===== config.mk =====
export PLATFORM = sky130hd
export DESIGN_NAME = uart_rx_os
export DESIGN_NICKNAME = d
export VERILOG_FILES = /design/src/rtl/uart_rx_pkg.sv /design/src/rtl/uart_rx_fifo.sv /design/src/rtl/uart_rx_os.sv
export SDC_FILE = /design/constraint.sdc
export NUM_CORES = 1
export LEC_CHECK = 0
export CAP_MARGIN = 15
export CORE_UTILIZATION = 55
export DETAILED_ROUTE_END_ITERATION = 8
export PLACE_DENSITY_LB_ADDON = 0.1
export SETUP_SLACK_MARGIN = 0.4
export SKIP_CTS_REPAIR_TIMING = 1
export SLEW_MARGIN = 25
export SYNTH_ARGS = -nofsm -noshare
export SYNTH_HDL_FRONTEND = slang
export SYNTH_SLANG_ARGS = --single-unit

===== constraint.sdc =====
create_clock -name clk -period 3.85 [get_ports clk]
set_input_delay 0.77 -clock clk [delete_from_list [all_inputs] [get_ports clk]]
set_output_delay 0.77 -clock clk [all_outputs]
set_load 0.05 [all_outputs]

===== src/rtl/uart_rx_pkg.sv =====
`default_nettype none
// ============================================================================
// Module      : uart_rx_pkg
// Description : Shared FSM state type and sampling helpers for uart_rx_os.
// Revision    : 1.0 - initial release
// ============================================================================
package uart_rx_pkg;

  typedef enum logic [2:0] {
    ST_IDLE   = 3'd0,
    ST_START  = 3'd1,
    ST_DATA   = 3'd2,
    ST_PARITY = 3'd3,
    ST_STOP   = 3'd4
  } state_e;

  function automatic int half_bit_cnt(input int clks_per_bit);
    return clks_per_bit / 2;
  endfunction

  function automatic int bit_cnt_w(input int clks_per_bit);
    return (clks_per_bit > 2) ? $clog2(clks_per_bit) : 1;
  endfunction

endpackage
`default_nettype wire


===== src/rtl/uart_rx_fifo.sv =====
`default_nettype none
// ============================================================================
// Module      : uart_rx_fifo
// Description : Synchronous show-ahead FIFO; a push while full is accepted
//               only when a pop frees a slot in the same cycle.
// Revision    : 1.0 - initial release
// ============================================================================
module uart_rx_fifo #(
  parameter int DATA_W     = 8,
  parameter int FIFO_DEPTH = 4
) (
  input  logic              clk,
  input  logic              rst,
  input  logic              push,
  input  logic [DATA_W-1:0] wr_data,
  input  logic              pop,
  output logic [DATA_W-1:0] rd_data,
  output logic              full,
  output logic              empty
);

  localparam int AW = $clog2(FIFO_DEPTH);
  localparam int NW = $clog2(FIFO_DEPTH + 1);

  logic [DATA_W-1:0] mem_q [FIFO_DEPTH];
  logic [DATA_W-1:0] mem_d [FIFO_DEPTH];
  logic [AW-1:0]     wr_ptr_q, wr_ptr_d;
  logic [AW-1:0]     rd_ptr_q, rd_ptr_d;
  logic [NW-1:0]     count_q, count_d;
  logic              do_push;
  logic              do_pop;

  assign empty   = (count_q == '0);
  assign full    = (count_q == NW'(FIFO_DEPTH));
  assign rd_data = empty ? '0 : mem_q[rd_ptr_q];

  always_comb begin
    do_pop   = pop & ~empty;
    do_push  = push & (~full | do_pop);
    mem_d    = mem_q;
    wr_ptr_d = wr_ptr_q;
    rd_ptr_d = rd_ptr_q;
    count_d  = count_q;
    if (do_push) begin
      mem_d[wr_ptr_q] = wr_data;
      wr_ptr_d        = wr_ptr_q + 1'b1;
    end
    if (do_pop) begin
      rd_ptr_d = rd_ptr_q + 1'b1;
    end
    case ({do_push, do_pop})
      2'b10:   count_d = count_q + 1'b1;
      2'b01:   count_d = count_q - 1'b1;
      default: count_d = count_q;
    endcase
  end

  always_ff @(posedge clk or posedge rst) begin
    if (rst) begin
      mem_q    <= '{default: '0};
      wr_ptr_q <= '0;
      rd_ptr_q <= '0;
      count_q  <= '0;
    end else begin
      mem_q    <= mem_d;
      wr_ptr_q <= wr_ptr_d;
      rd_ptr_q <= rd_ptr_d;
      count_q  <= count_d;
    end
  end

endmodule
`default_nettype wire


===== src/rtl/uart_rx_os.sv =====
`default_nettype none
// ============================================================================
// Module      : uart_rx_os
// Description : Oversampling UART receiver with mid-bit sampling, optional
//               parity (macro UART_RX_PARITY_EN), 1/2 stop bits, error pulses
//               and a show-ahead receive FIFO with valid/ready drain.
// Revision    : 1.0 - initial release
// ============================================================================
module uart_rx_os
  import uart_rx_pkg::*;
#(
  parameter int DATA_W       = 8,
  parameter int CLKS_PER_BIT = 16,
  parameter int STOP_BITS    = 1,
  parameter int PARITY_ODD   = 0,
  parameter int FIFO_DEPTH   = 4
) (
  input  logic              clk,
  input  logic              rst,
  input  logic              enable,
  input  logic              rx,
  output logic [DATA_W-1:0] rx_data,
  output logic              rx_valid,
  input  logic              rx_ready,
  output logic              frame_err,
  output logic              parity_err,
  output logic              overrun,
  output logic              busy
);

  localparam int CW = bit_cnt_w(CLKS_PER_BIT);
  localparam int BW = $clog2(DATA_W + 1);
  localparam logic [CW-1:0] c_half_m1 = CW'(half_bit_cnt(CLKS_PER_BIT) - 1);
  localparam logic [CW-1:0] c_full_m1 = CW'(CLKS_PER_BIT - 1);
  localparam logic [BW-1:0] c_data_last = BW'(DATA_W - 1);
  localparam logic [BW-1:0] c_stop_last = BW'(STOP_BITS - 1);
  localparam logic          c_par_odd   = (PARITY_ODD != 0);
`ifdef UART_RX_PARITY_EN
  localparam logic          c_par_en    = 1'b1;
`else
  localparam logic          c_par_en    = 1'b0;
`endif

  state_e            state_q, state_d;
  logic [1:0]        sync_q, sync_d;
  logic [CW-1:0]     cnt_q, cnt_d;
  logic [BW-1:0]     idx_q, idx_d;
  logic [DATA_W-1:0] shreg_q, shreg_d;
  logic              par_bad_q, par_bad_d;
  logic              stop_bad_q, stop_bad_d;
  logic              armed_q, armed_d;
  logic              frame_err_q, frame_err_d;
  logic              parity_err_q, parity_err_d;
  logic              overrun_q, overrun_d;

  logic rx_s;
  logic sample;
  logic stop_done;
  logic stop_low;
  logic par_fail;
  logic push_req;
  logic pop_req;
  logic fifo_full;
  logic fifo_empty;

  assign rx_s    = sync_q[1];
  assign sync_d  = {sync_q[0], rx};
  assign sample  = (state_q == ST_START) ? (cnt_q == c_half_m1) : (cnt_q == c_full_m1);
  assign pop_req = rx_ready & ~fifo_empty;

  // FSM state register
  always_ff @(posedge clk or posedge rst) begin
    if (rst) state_q <= ST_IDLE;
    else     state_q <= state_d;
  end

  // FSM next-state logic
  always_comb begin
    state_d = state_q;
    if (!enable) begin
      state_d = ST_IDLE;
    end else begin
      case (state_q)
        ST_IDLE:   if (armed_q && !rx_s) state_d = ST_START;
        ST_START:  if (sample) state_d = rx_s ? ST_IDLE : ST_DATA;
        ST_DATA:   if (sample && idx_q == c_data_last) state_d = c_par_en ? ST_PARITY : ST_STOP;
        ST_PARITY: if (sample) state_d = ST_STOP;
        ST_STOP:   if (sample && idx_q == c_stop_last) state_d = ST_IDLE;
        default:   state_d = ST_IDLE;
      endcase
    end
  end

  // FSM outputs and frame outcome
  always_comb begin
    busy         = (state_q != ST_IDLE);
    stop_done    = enable & (state_q == ST_STOP) & sample & (idx_q == c_stop_last);
    stop_low     = stop_bad_q | ~rx_s;
    par_fail     = c_par_en & par_bad_q;
    frame_err_d  = stop_done & stop_low;
    parity_err_d = stop_done & ~stop_low & par_fail;
    push_req     = stop_done & ~stop_low & ~par_fail;
    overrun_d    = push_req & fifo_full & ~pop_req;
  end

  // Bit timing, shifter and per-frame error accumulation
  always_comb begin
    cnt_d      = cnt_q + 1'b1;
    idx_d      = idx_q;
    shreg_d    = shreg_q;
    par_bad_d  = par_bad_q;
    stop_bad_d = stop_bad_q;
    armed_d    = armed_q;
    if (state_q == ST_IDLE || sample) cnt_d = '0;
    if (state_d != state_q) begin
      idx_d = '0;
    end else if (sample && (state_q == ST_DATA || state_q == ST_STOP)) begin
      idx_d = idx_q + 1'b1;
    end
    if (state_q == ST_DATA && sample) shreg_d = {rx_s, shreg_q[DATA_W-1:1]};
    if (state_q == ST_IDLE) begin
      par_bad_d  = 1'b0;
      stop_bad_d = 1'b0;
    end
    if (state_q == ST_PARITY && sample) par_bad_d = rx_s ^ (^shreg_q) ^ c_par_odd;
    if (state_q == ST_STOP && sample) stop_bad_d = stop_bad_q | ~rx_s;
    // A low stop bit may be a break; wait for the line to idle before re-arming.
    if (frame_err_d) begin
      armed_d = 1'b0;
    end else if (state_q == ST_IDLE && rx_s) begin
      armed_d = 1'b1;
    end
  end

  always_ff @(posedge clk or posedge rst) begin
    if (rst) begin
      sync_q       <= 2'b11;
      cnt_q        <= '0;
      idx_q        <= '0;
      shreg_q      <= '0;
      par_bad_q    <= 1'b0;
      stop_bad_q   <= 1'b0;
      armed_q      <= 1'b0;
      frame_err_q  <= 1'b0;
      parity_err_q <= 1'b0;
      overrun_q    <= 1'b0;
    end else begin
      sync_q       <= sync_d;
      cnt_q        <= cnt_d;
      idx_q        <= idx_d;
      shreg_q      <= shreg_d;
      par_bad_q    <= par_bad_d;
      stop_bad_q   <= stop_bad_d;
      armed_q      <= armed_d;
      frame_err_q  <= frame_err_d;
      parity_err_q <= parity_err_d;
      overrun_q    <= overrun_d;
    end
  end

  assign frame_err  = frame_err_q;
  assign parity_err = parity_err_q;
  assign overrun    = overrun_q;
  assign rx_valid   = ~fifo_empty;

  uart_rx_fifo #(
    .DATA_W     (DATA_W),
    .FIFO_DEPTH (FIFO_DEPTH)
  ) u_fifo (
    .clk     (clk),
    .rst     (rst),
    .push    (push_req),
    .wr_data (shreg_q),
    .pop     (pop_req),
    .rd_data (rx_data),
    .full    (fifo_full),
    .empty   (fifo_empty)
  );

endmodule
`default_nettype wire


==> flow_metrics.tcl <==
set metrics [dict create \
    period_minus_slack_ps 3300 \
    reg2reg_depth 9 \
    mostFrequentLayoutCell "dfrtp_1" \
    tritoncts "built" \
    finalNonFillerCells 332 \
    start_util_pct 58.7 \
    hold_viol_final 0 \
    mostFrequentLayoutCells "dfrtp_1 (62), mux2_2 (41), clkdlybuf4s50_1 (16), inv_1 (13), nor3_1 (11)" \
    final_core_utilization_pct 66.6 \
    slew_viol_final 0 \
    hpwl_um 3560 \
    synth-edff-count 0 \
    dieHeight_um 77.0 \
    p_clk_share_pct 33.4 \
    ys_seq_elements 64 \
    via_per_inst 5.58 \
    drt-pass1-iter-count 4 \
    status "finished, final reports clean" \
    r2r_end "u_fifo.count_q[2]" \
    crit-reg2reg-launch "state_q[0]" \
    synthDistinctLibCells 41 \
    wl_um 5460 \
    powerDensity_mw_per_mm2 430 \
    synthArstFlopShare_pct 100 \
    max_freq_mhz 303 \
    std_cell_rows 26 \
    cp.arrival_ps 2530 \
    yosysTopAreaCellShare_pct 50.1 \
    clk_pin_slew_worst_paths_ps 70 \
    synthFlopType "dfrtp_1" \
    synthCells 234 \
    ys_seq_area_share_pct 51.8 \
    insertion_delay_ps 330 \
    place.gp.congestion 0.829 \
    drive_above_1_share_pct 31.7 \
    diodes 0 \
    worst_ep_required_time_ps 3080 \
    stdcell_area_mm2 0.00351 \
    r2r_setup_slack_ps 1140 \
    avgSynthCellArea_um2 13.2 \
    synth_area_leaders "dfrtp_1 (50%), mux2_2 (15%), mux4_2 (5.8%)" \
    die-area_mm2 0.00593 \
    port_buffers 16 \
    clock_sinks 64 \
    p_seq_share_pct 52.2 \
    rsz0062_at_grt "false" \
    cts.path.max_buffers 2 \
    tightestPinTransition_ps 916 \
    first_global_vias 1967 \
    area_growth_pct 13.5 \
    power_leakage_uw 0.00166 \
    start_kind "flip-flop" \
    synth_nets 248 \
    sw_frac_of_total_pct 29.4 \
    place_inst 316 \
    max_cap_viol_count 0 \
    grt_use_total_pct 21.2 \
    synth_warnings 0 \
    dieWidth_um 77.0 \
    antenna_found_initial 0 \
    grt.overflow.total 0 \
    wire_per_inst_um 16.4 \
    placed_cell_area_mm2 0.00334 \
    pin_count 18 \
    core-area_mm2 0.00527 \
    power_uw 1510 \
    combPwrFrac_pct 14.4 \
    grt_first_pass_wirelength_um 9540 \
    ir_drop_v 0.000269 \
    crit_type "flip-flop to output port" \
    yosysTopAreaCell "dfrtp_1" \
    drc 0 \
    worstPathMaxFanout 10 \
    grt_max_degree 47 \
    worst_setup_path_end_kind "output port" \
    root_buffer "clkbuf_8" \
    drtAntennaViolNets 0 \
    dr_total_vias 1853 \
    slew_headroom_pct 38.4 \
    syn_area_mm2 0.00309 \
    h-tree-depth 3 \
    nets 271 \
    setup_viol 0 \
    p_int_uw 1070 \
    finalSetupTns_ps 0 \
    cp-startpoint "u_fifo.rd_ptr_q[0]" \
    skew_ps 10.1 \
    period_share_pct 85.8 \
    hold_path.class "flip-flop to flip-flop" \
    power_switching_uw 444 \
    endpoint "rx_data[6]" \
    drt-initial-drc-count 100 \
    cts_buffers 9 \
]
[cell type report]
cell class	count	area, um^2
flip-flops and latches	64	1600
clock inverters	5	32.5
repair buffers	21	198
well taps	70	87.6
fillers	422	1760
multi-input cells	147	1400
inverters	14	53.8
clock buffers	11	141
[synth_stat cells, types with 4 or more instances]
| cell | instances |
|---|---|
| and2_1 | 10 |
| buf_2 | 4 |
| clkbuf_1 | 4 |
| dfrtp_1 | 62 |
| ha_1 | 8 |
| inv_1 | 14 |
| mux2_2 | 41 |
| mux4_2 | 8 |
| nand2_1 | 5 |
| nand3_1 | 5 |
| nand4_2 | 4 |
| nor2_1 | 7 |
| nor3_1 | 11 |
| nor3b_1 | 4 |
| xnor2_1 | 8 |
| xor2_1 | 4 |
[kinds of logic after synthesis]
kind of cell               Yosys count  share of synthesized area [%]
AOI/OAI and AO/OA                   14                           3.24
muxes                               53                           22.2
DFF                                 64                           51.8
adders and majority gates            9                           3.88
xor gates and xnor gates            12                           3.40
other                                1                          0.121
buffers and inverters               23                           3.07
and+or+nand+nor                     58                           12.3
[sequential cells by signal (all words and copies together), names as in the netlist]
signal / cells
u_fifo.mem_q: 32
shreg_q: 8
cnt_q: 4
idx_q: 4
state_q: 3
u_fifo.count_q: 3
sync_q: 2
u_fifo.rd_ptr_q: 2
u_fifo.wr_ptr_q: 2
armed_q: 1
frame_err: 1
overrun: 1
stop_bad_q: 1
[per-stage QoR]
step           setup slack (ps)  hold slack (ps)
4_1_cts                     497              358
3_5_place_dp                495              349
2_1_floorplan              1150              345
5_1_grt                     425              359
3_3_place_gp                577              349
6_report                    548              359
[power by group through the flow]
stage | registers (uW) | clock network, uW | logic, uW
after CTS | 790 | 517 | 221
after detailed placement | 803 | 0 | 219
after floorplan | 738 | 0 | 217
after global placement | 801 | 0 | 212
final | 787 | 504 | 217
after global routing | 799 | 546 | 239
[worst min-delay path by stage]
stage | startpoint | endpoint | slack (ps) | cells past startpoint
floorplan | sync_q[0] | sync_q[1] | 350 | 0
global placement | sync_q[0] | sync_q[1] | 350 | 0
detailed placement | sync_q[0] | sync_q[1] | 350 | 0
CTS | sync_q[0] | sync_q[1] | 360 | 0
global route | sync_q[0] | sync_q[1] | 360 | 0
finish | sync_q[0] | sync_q[1] | 360 | 0
[worst max-delay path, stage by stage, from the launching register on]
cell and delay, ps:
dfrtp_1 750, mux4_2 590, and2_1 170, clkdlybuf4s50_1 690
[metal layers]
metal	global-route usage, %	wire, um	vias up
met5	0	0	-
met4	8.49	60	0
met3	3.81	163	6
met2	31.4	2500	30
met1	31.1	2740	934
li1	-	-	883
(Power assumes the default switching activity.)
